==> src/rtl/id_ex_stage_reg.sv <==
// ID/EX pipeline register with load-use hazard detection, branch-flush squash
// and a saturating count of inserted bubbles.
module id_ex_stage_reg #(
    parameter int XLEN  = 64,
    parameter int CNT_W = 16
) (
    input  logic             clk,
    input  logic             reset,
    input  logic             flush,
    input  logic             id_valid,
    input  logic [6:0]       id_opcode,
    input  logic             id_Branch,
    input  logic             id_MemRead,
    input  logic             id_MemtoReg,
    input  logic             id_MemWrite,
    input  logic             id_ALUSrc,
    input  logic             id_RegWrite,
    input  logic [1:0]       id_ALUOp,
    input  logic [XLEN-1:0]  id_pc,
    input  logic [XLEN-1:0]  id_rs1_data,
    input  logic [XLEN-1:0]  id_rs2_data,
    input  logic [XLEN-1:0]  id_imm,
    input  logic [4:0]       id_rs1,
    input  logic [4:0]       id_rs2,
    input  logic [4:0]       id_rd,
    input  logic [3:0]       id_funct,
    output logic             ex_valid,
    output logic             ex_Branch,
    output logic             ex_MemRead,
    output logic             ex_MemtoReg,
    output logic             ex_MemWrite,
    output logic             ex_ALUSrc,
    output logic             ex_RegWrite,
    output logic [1:0]       ex_ALUOp,
    output logic [XLEN-1:0]  ex_pc,
    output logic [XLEN-1:0]  ex_rs1_data,
    output logic [XLEN-1:0]  ex_rs2_data,
    output logic [XLEN-1:0]  ex_imm,
    output logic [4:0]       ex_rs1,
    output logic [4:0]       ex_rs2,
    output logic [4:0]       ex_rd,
    output logic [3:0]       ex_funct,
    output logic             stall,
    output logic [CNT_W-1:0] bubble_cnt
);

    localparam logic [6:0] OP_LUI    = 7'b0110111;
    localparam logic [6:0] OP_AUIPC  = 7'b0010111;
    localparam logic [6:0] OP_JAL    = 7'b1101111;
    localparam logic [6:0] OP_REG    = 7'b0110011;
    localparam logic [6:0] OP_STORE  = 7'b0100011;
    localparam logic [6:0] OP_BRANCH = 7'b1100011;

    // Control bundle order: {Branch, MemRead, MemtoReg, MemWrite, ALUSrc, RegWrite, ALUOp[1:0]}
    logic [7:0]       w_id_ctrl;
    logic [7:0]       r_ctrl;
    logic             r_valid;
    logic [XLEN-1:0]  r_pc;
    logic [XLEN-1:0]  r_rs1_data;
    logic [XLEN-1:0]  r_rs2_data;
    logic [XLEN-1:0]  r_imm;
    logic [4:0]       r_rs1;
    logic [4:0]       r_rs2;
    logic [4:0]       r_rd;
    logic [3:0]       r_funct;
    logic [CNT_W-1:0] r_bubble_cnt;

    logic w_uses_rs1;
    logic w_uses_rs2;
    logic w_ex_is_load;
    logic w_load_use;
    logic w_bubble;

    assign w_id_ctrl = {id_Branch, id_MemRead, id_MemtoReg, id_MemWrite,
                        id_ALUSrc, id_RegWrite, id_ALUOp};

    always_comb begin
        w_uses_rs1 = 1'b1;
        w_uses_rs2 = 1'b0;
        case (id_opcode)
            OP_LUI, OP_AUIPC, OP_JAL:     w_uses_rs1 = 1'b0;
            OP_REG, OP_STORE, OP_BRANCH:  w_uses_rs2 = 1'b1;
            default: ;
        endcase
    end

    // MemtoReg qualifies MemRead: OP-IMM also raises MemRead and must not stall.
    assign w_ex_is_load = r_valid & r_ctrl[6] & r_ctrl[5];

    assign w_load_use = w_ex_is_load & id_valid & (r_rd != 5'd0) &
                        ((w_uses_rs1 & (r_rd == id_rs1)) |
                         (w_uses_rs2 & (r_rd == id_rs2)));

    assign stall    = w_load_use & ~flush;
    assign w_bubble = flush | w_load_use;

    always_ff @(posedge clk) begin
        if (reset) begin
            r_valid      <= 1'b0;
            r_ctrl       <= '0;
            r_pc         <= '0;
            r_rs1_data   <= '0;
            r_rs2_data   <= '0;
            r_imm        <= '0;
            r_rs1        <= '0;
            r_rs2        <= '0;
            r_rd         <= '0;
            r_funct      <= '0;
            r_bubble_cnt <= '0;
        end else begin
            if (flush) begin
                r_valid    <= 1'b0;
                r_ctrl     <= '0;
                r_pc       <= '0;
                r_rs1_data <= '0;
                r_rs2_data <= '0;
                r_imm      <= '0;
                r_rs1      <= '0;
                r_rs2      <= '0;
                r_rd       <= '0;
                r_funct    <= '0;
            end else begin
                // A load-use bubble still captures the held operands; only control is squashed.
                r_valid    <= id_valid & ~w_load_use;
                r_ctrl     <= (w_load_use | ~id_valid) ? 8'd0 : w_id_ctrl;
                r_pc       <= id_pc;
                r_rs1_data <= id_rs1_data;
                r_rs2_data <= id_rs2_data;
                r_imm      <= id_imm;
                r_rs1      <= id_rs1;
                r_rs2      <= id_rs2;
                r_rd       <= id_rd;
                r_funct    <= id_funct;
            end
            if (w_bubble && (r_bubble_cnt != {CNT_W{1'b1}}))
                r_bubble_cnt <= r_bubble_cnt + CNT_W'(1);
        end
    end

    assign ex_valid    = r_valid;
    assign ex_Branch   = r_ctrl[7];
    assign ex_MemRead  = r_ctrl[6];
    assign ex_MemtoReg = r_ctrl[5];
    assign ex_MemWrite = r_ctrl[4];
    assign ex_ALUSrc   = r_ctrl[3];
    assign ex_RegWrite = r_ctrl[2];
    assign ex_ALUOp    = r_ctrl[1:0];
    assign ex_pc       = r_pc;
    assign ex_rs1_data = r_rs1_data;
    assign ex_rs2_data = r_rs2_data;
    assign ex_imm      = r_imm;
    assign ex_rs1      = r_rs1;
    assign ex_rs2      = r_rs2;
    assign ex_rd       = r_rd;
    assign ex_funct    = r_funct;
    assign bubble_cnt  = r_bubble_cnt;

endmodule

==> config.mk <==
export PLATFORM = sky130hd
export DESIGN_NAME = id_ex_stage_reg
export DESIGN_NICKNAME = d
export VERILOG_FILES = /design/src/rtl/id_ex_stage_reg.sv
export SDC_FILE = /design/constraint.sdc
export NUM_CORES = 1
export LEC_CHECK = 0
export CAP_MARGIN = 5
export CORE_AREA = 4 4 227 229
export DETAILED_ROUTE_END_ITERATION = 8
export DIE_AREA = 0 0 231 233
export SLEW_MARGIN = 25
export SYNTH_ARGS = -nofsm -noshare
export SYNTH_HDL_FRONTEND = slang
export SYNTH_SLANG_ARGS = --single-unit
==> constraint.sdc <==
create_clock -name clk -period 1.75 [get_ports clk]
set_clock_uncertainty 0.1 [all_clocks]
set_input_delay 0.35 -clock clk [delete_from_list [all_inputs] [get_ports clk]]
set_output_delay 0.35 -clock clk [all_outputs]
set_load 0.005 [all_outputs]
==> results of run 1 <==
through the flow:
stage          instances  TNS (ps)  cell area (µm²)
4_1_cts             2098    -12360            17100
6_report            2098     -9530            17200
3_5_place_dp        2025    -72330            16000
2_1_floorplan        727      -510             8710
5_1_grt             2098    -12630            17200
3_3_place_gp        2025    -70790            16000
repair_timing:
item,4_1_cts,5_1_grt
setup endpoints to repair,325,38
gates resized for setup,375,26
cloned,1,0
hold buffers,0,0
buffers inserted,10,5
pin swaps,17,15
sequential cells by signal (all words and copies together) (netlist names):
name / flops
bubble_cnt: 16
ex_funct: 4
ex_imm: 64
ex_pc: 64
ex_rd: 5
ex_rs1: 5
ex_rs1_data: 64
ex_rs2: 5
ex_rs2_data: 64
ex_valid: 1
r_ctrl: 8
area by class of cell:
type / count / area, µm² / area share [%]
repair buffers: 668 / 6230 / 36.3
flip-flops and latches: 300 / 6040 / 35.2
clock inverters: 15 / 254 / 1.48
inverters: 4 / 15.0 / 0.0875
well taps: 672 / 841 / 4.90
clock buffers: 49 / 1020 / 5.95
multi-input cells: 390 / 2750 / 16.0
how the worst max path moves through the flow:
| stage | from | to | slack (ps) |
|---|---|---|---|
| 2_1_floorplan | id_opcode[6] | bubble_cnt[4] | -120 |
| 3_3_place_gp | id_rs1[2] | stall | -1180 |
| 3_5_place_dp | id_rs1[2] | stall | -1200 |
| 4_1_cts | ex_rd[4] | stall | -790 |
| 5_1_grt | ex_rd[2] | stall | -850 |
| 6_report | ex_rd[2] | stall | -700 |
per-layer routing:
| metal | track usage (%) | vias up |
|---|---|---|
| met5 | 0 | - |
| met4 | 3.65 | 4 |
| met3 | 4.59 | 56 |
| met2 | 21.3 | 311 |
| met1 | 13.9 | 3324 |
| li1 | - | 3619 |
cell usage in the layout, fill, tap and decap left out, types with 3 or more instances in the layout:
cell             count
inv_1                4
dfxtp_4              4
nor2b_1              7
dfxtp_2             14
nand2_1              5
bufinv_16            6
xor2_1               4
buf_6               10
mux2_2               3
and3_1               9
clkbuf_1             6
dlygate4sd2_1      280
and4_1               4
dfxtp_1            282
clkdlybuf4s15_2      4
buf_4               59
buf_12               7
clkbuf_16           36
a21oi_2              4
mux2_4               3
clkbuf_8             7
nand3_2              3
clkdlybuf4s15_1      6
clkdlybuf4s50_1    292
nor2_1              16
clkinvlp_4           4
clkbuf_2             7
and2_1             283
nand3_1              5
kinds of logic (layout without fill, tap and decap cells):
kind of cell             count (synthesis)  count (layout)  synth area share [%]
AND/OR/NAND/NOR                        348             349                  24.8
flip-flops                             300             300                  69.0
buffers and inverters                   38             736                  1.68
AO/OA/AOI/OAI                           21              21                  2.20
XOR/XNOR                                12              12                  1.21
multiplexers                             7               7                 0.935
adder cells (fa/ha/maj)                  1               1                 0.144
power breakdown:
group / total (mW) / internal, mW / leakage (nW) / switching (mW)
logic: 1.57 / 1.07 / 4.93 / 0.508
registers: 7.17 / 7.09 / 2.47 / 0.0797
clock network: 7.96 / 4.98 / 0.610 / 2.97
total: 16.7 / 13.1 / 8.01 / 3.56
worst max-delay path: cells and delay by family, from the launching register on:
kind / cells / cell delay, ps
simple gates: 2 / 460
xor+xnor: 1 / 160
compound gates: 1 / 150
buf+inv: 2 / 290
flops: 1 / 380
==> metrics, run 1 <==
clk buf depth 3; max_cap viols 0; post-layout util 34.5%; Max transition margin 78.7%; remaining global-route overflow 0; clock sink total 300; Post-synth top flop dfxtp_1; die height 233 µm; Worst VDD drop 557 µV; Die Wd 231 µm; Core ar. 49700 µm²; final hold violation count 0; Hold Crit Start id_rs1[2]; CP Launch Type flop; Synth area leader dfxtp_1; leading post-synthesis cells by cell area dfxtp_1 69%, and2_1 20%, clkbuf_1 1.4%; Leak Pwr 8.01 nW; CTS buffer count 35; Worst Path Required 1300 ps; Worst setup EP type output pin; Slew Viols, Final 0; routability cong. 0.803; CTS tree built; Post-synth EDFFs 0; CP arrival 2000 ps; routed len/inst 16.7 µm; DR WL met2 17600 µm; initial antenna violation count 2; Worst Tran Pin Value 318 ps; Ports 595; IO Port Bufs 594; Synth warnings 0; most numerous cell in the Yosys netlist dfxtp_1; M1 WL 13600 µm; first-pass GRT wire length 49500 µm; Root Buffer clkbuf_16; fin nets 1694; r2r setup slk -620 ps; cells after synthesis 727; Setup Slack @ Placement -1200 ps; status finished with violations; Synth async-reset ratio 0%; CP max stage cell dfxtp_4; layout cells sized above 1 14.2%; WHS Endpoint ex_rs1[2]; Critical R2R Launch ex_rd[2]; hold crit path type in -> reg; met3 wire length 2910 µm; clk slew on worst S/H paths 60 ps; # DRC 0; CP max stage delay 380 ps; Tcrit/Tclk final 140%; syn_nets 1022; Fillers 5097; FF-to-FF End bubble_cnt[4]; hold path depth 2; Setup CP Type reg -> out; sequential share of the synthesized area 69.0%; First-pass DRT Iterations 4; PwrDens 974 nW/µm²; register bit count reported by yosys 300; Top Metal Used met5; starting density of the core 17.5%; RSZ-0062 raised after global routing true; Layout area overhead 97.1%; H-tree levels 2; vias in the first global route 7772; final period demand of the worst path 2450 ps; Overall Power 16.7 mW; DRT antenna net count 0; Synth top area share 69.0%; critical-path cell list xor2_4 -> nor3_4 -> buf_6 -> nand4b_1 -> a21oi_2 -> buf_2; final setup margin -704 ps; Vias 7314; failing checks negative setup slack; Iteration-0 DRC Markers 209; crit-path max FO 3; Commonest cells post-synth 300 x dfxtp_1, 283 x and2_1, 33 x clkbuf_1; worst skew pair latency 540 ps; FMAX 408 MHz; DRT Wirelength 35000 µm; final setup fails 25; die area 53800 µm²; worst hold margin 166 ps; antenna cells 0; Detailed Place HPWL 28100 µm; vias per std cell 3.49; Distinct cells, synth 41; # rows 82; Reg2Reg Depth 9; Mean Syn Cell Area 12.0 µm²; largest net degree at the start of global routing 52; Synth Cell Area 8700 µm²; GRT Util Overall 12.2%
No activity file was read; power rests on OpenSTA's default activity.
==> run 2: changes to the inputs <==
--- a/config.mk
+++ b/config.mk
@@ -5,7 +5,6 @@
 export SDC_FILE = /design/constraint.sdc
 export NUM_CORES = 1
 export LEC_CHECK = 0
-export CAP_MARGIN = 5
 export CORE_AREA = 4 4 227 229
 export DETAILED_ROUTE_END_ITERATION = 8
 export DIE_AREA = 0 0 231 233
==> results of run 2 <==
No change in the layout: final DEF, timing and power equal those of run 1.
==> run 3: changes to the inputs <==
--- a/config.mk
+++ b/config.mk
@@ -6,6 +6,7 @@
 export NUM_CORES = 1
 export LEC_CHECK = 0
 export CORE_AREA = 4 4 227 229
+export CTS_CLUSTER_DIAMETER = 120
 export DETAILED_ROUTE_END_ITERATION = 8
 export DIE_AREA = 0 0 231 233
 export SLEW_MARGIN = 25
==> results of run 3 <==
No change in the layout: final DEF, timing and power equal those of run 1.
==> edit, RTL diff (config.mk and constraints of run 1) <==
Set the parameter `CNT_W` to 14 (it was 16).
--- a/src/rtl/id_ex_stage_reg.sv
+++ b/src/rtl/id_ex_stage_reg.sv
@@ -2,7 +2,7 @@
 // and a saturating count of inserted bubbles.
 module id_ex_stage_reg #(
     parameter int XLEN  = 64,
-    parameter int CNT_W = 16
+    parameter int CNT_W = 14
 ) (
     input  logic             clk,
     input  logic             reset,
Ports: changed (resized bubble_cnt); port bits go from 595 to 593. No check against the original RTL was run, so the function may have changed too.
==> edit against run 1 <==
  * The flow still finishes with violations (setup timing)
  * Clock power shrank 4.5%
  * Sequential power decreased by 0.7%
  * Worst hold slack got worse by 33 ps
  * Sequential cell count down 2
  * Power shrank 2.9%
  * Wire length decreased by 1.5%
  * Setup slack gained 120 ps
  * Utilization decreased by 0.75 points
  * Critical path depth did not move
  * Combinational power shrank 4%
  * Area after synthesis shrank 2.1%
  * Design area fell by 2.2%
  * Highest routed layer unchanged
==> edit: results (changes against run 1) <==
GP Congestion 0.870 (was 0.803); largest net degree at the start of global routing 49 (was 52); count of final setup violators 16 (was 25); failing checks setup timing (unchanged); Worst Path Arrival 1880 ps (was 2000 ps); Post-Syn Nets 1007 (was 1022); status finished, violations left (unchanged); Worst R2R End bubble_cnt[12] (was bubble_cnt[4]); layout cells sized above 1 12.4% (was 14.2%); total CTS buffers 36 (was 35); Worst R2R Path Depth 8 (was 9); PnR worst setup slack -580 ps (was -704 ps); Peak VDD IR 0.585 mV (was 0.557 mV); setup TNS -6780 ps (was -9530 ps); Synth Area per Inst 12.0 um^2 (about the same); Seq/Total Area, Yosys 70.0% (was 69.0%); vias in the first global route 7713 (was 7772); post-synth cell types 33 (was 41); flop2flop setup slack -500 ps (was -620 ps); CP max FO 4 (was 3); clk_lat worst skew 520 ps (was 540 ps); Slew headroom 64.3% (was 78.7%); worst hold path startpoint id_rs2[3] (was id_rs1[2]); count of input and output buffers 592 (was 594); global-route wire length before repair 48900 um (was 49500 um); initial antenna violation count 7 (was 2); fill count 5051 (was 5097); top post-synthesis cells by area dfxtp_1, and2_1, clkbuf_1 (unchanged); gr usage total 12.0% (was 12.2%); drt first-iter violations 186 (was 209); DRT Wirelength 34500 um (was 35000 um); Area growth, synth to finish 96.9% (was 97.1%); top cells by instance count after synthesis dfxtp_1, and2_1, clkbuf_1, a21oi_1, or4_1 (was dfxtp_1, and2_1, clkbuf_1, nor2_1, and3_1); hold endpoint ex_rs2[3] (was ex_rs1[2])
-- edit: cell count changes after synthesis, sizes merged, moves of 6 or more --
| cell | before | now |
|---|---|---|
| or4 | 0 | 10 |
| mux2 | 6 | 0 |
| nor2b | 7 | 0 |
| o31ai | 0 | 9 |
| xor2 | 8 | 2 |
| nor2 | 17 | 6 |
| a21oi | 7 | 14 |
-- edit: worst max-delay path by stage --
stage	slack [ps]	endpoint	cells past startpoint
final	-580	stall	6
after CTS	-680	stall	6
after floorplan	-270	bubble_cnt[2]	7
after detailed placement	-980	stall	7
after global placement	-1000	stall	7
after global routing	-700	stall	6
-- edit: stage by stage --
stage | cell area, um^2 | setup WS [ps] | total power [mW]
after global routing | 16800 | -701 | 16.9
after global placement | 15600 | -1000 | 8.95
after floorplan | 8540 | -272 | 7.58
after CTS | 16700 | -683 | 16.6
after detailed placement | 15600 | -985 | 8.96
final | 16800 | -580 | 16.2
-- edit: cell families after synthesis --
group / synth area share [%]
and+or+nand+nor: 24.6
buffers and inverters: 1.73
adders and majority gates: 0.147
DFF: 70.0
xor gates and xnor gates: 1.03
AOI/OAI and AO/OA: 2.47
-- edit: power breakdown --
| part | leakage [nW] | total (mW) | switching [mW] | internal (mW) |
|---|---|---|---|---|
| logic | 4.71 | 1.51 | 0.480 | 1.03 |
| clock network | 0.606 | 7.60 | 2.93 | 4.67 |
| registers | 2.45 | 7.12 | 0.0715 | 7.05 |
-- edit: routing by layer --
metal	up-vias	track usage [%]	wire (um)
met1	3350	13.0	12700
met5	-	0	27
met3	64	5.44	3680
li1	3575	-	-
met4	4	3.95	989
met2	368	20.9	17100
-- edit: repair_timing --
item / in CTS / in global routing
endpoints found under the setup margin: 321 / 30
pin swaps: 24 / 14
gates cloned: 3 / 0
buffers inserted: 10 / 5
resized for setup: 343 / 28
-- edit: worst max-delay path, cell delays in order, from the launching register on --
cell,delay [ps]
dfxtp_2,360
xnor2_1,130
nand3_1,140
nor4_4,350
o21ai_2,100
nor2_1,130
buf_2,140
-- edit: final cells by class --
class	instances	share of cell area [%]
Timing Repair Buffer	654	36.4
Clock buffer	50	6.29
Antenna cell	2	0.0298
Sequential cell	298	35.7
Tap cell	672	5.01
Clock inverter	14	0.955
Inverter	2	0.0447
Multi-Input combinational cell	380	15.5
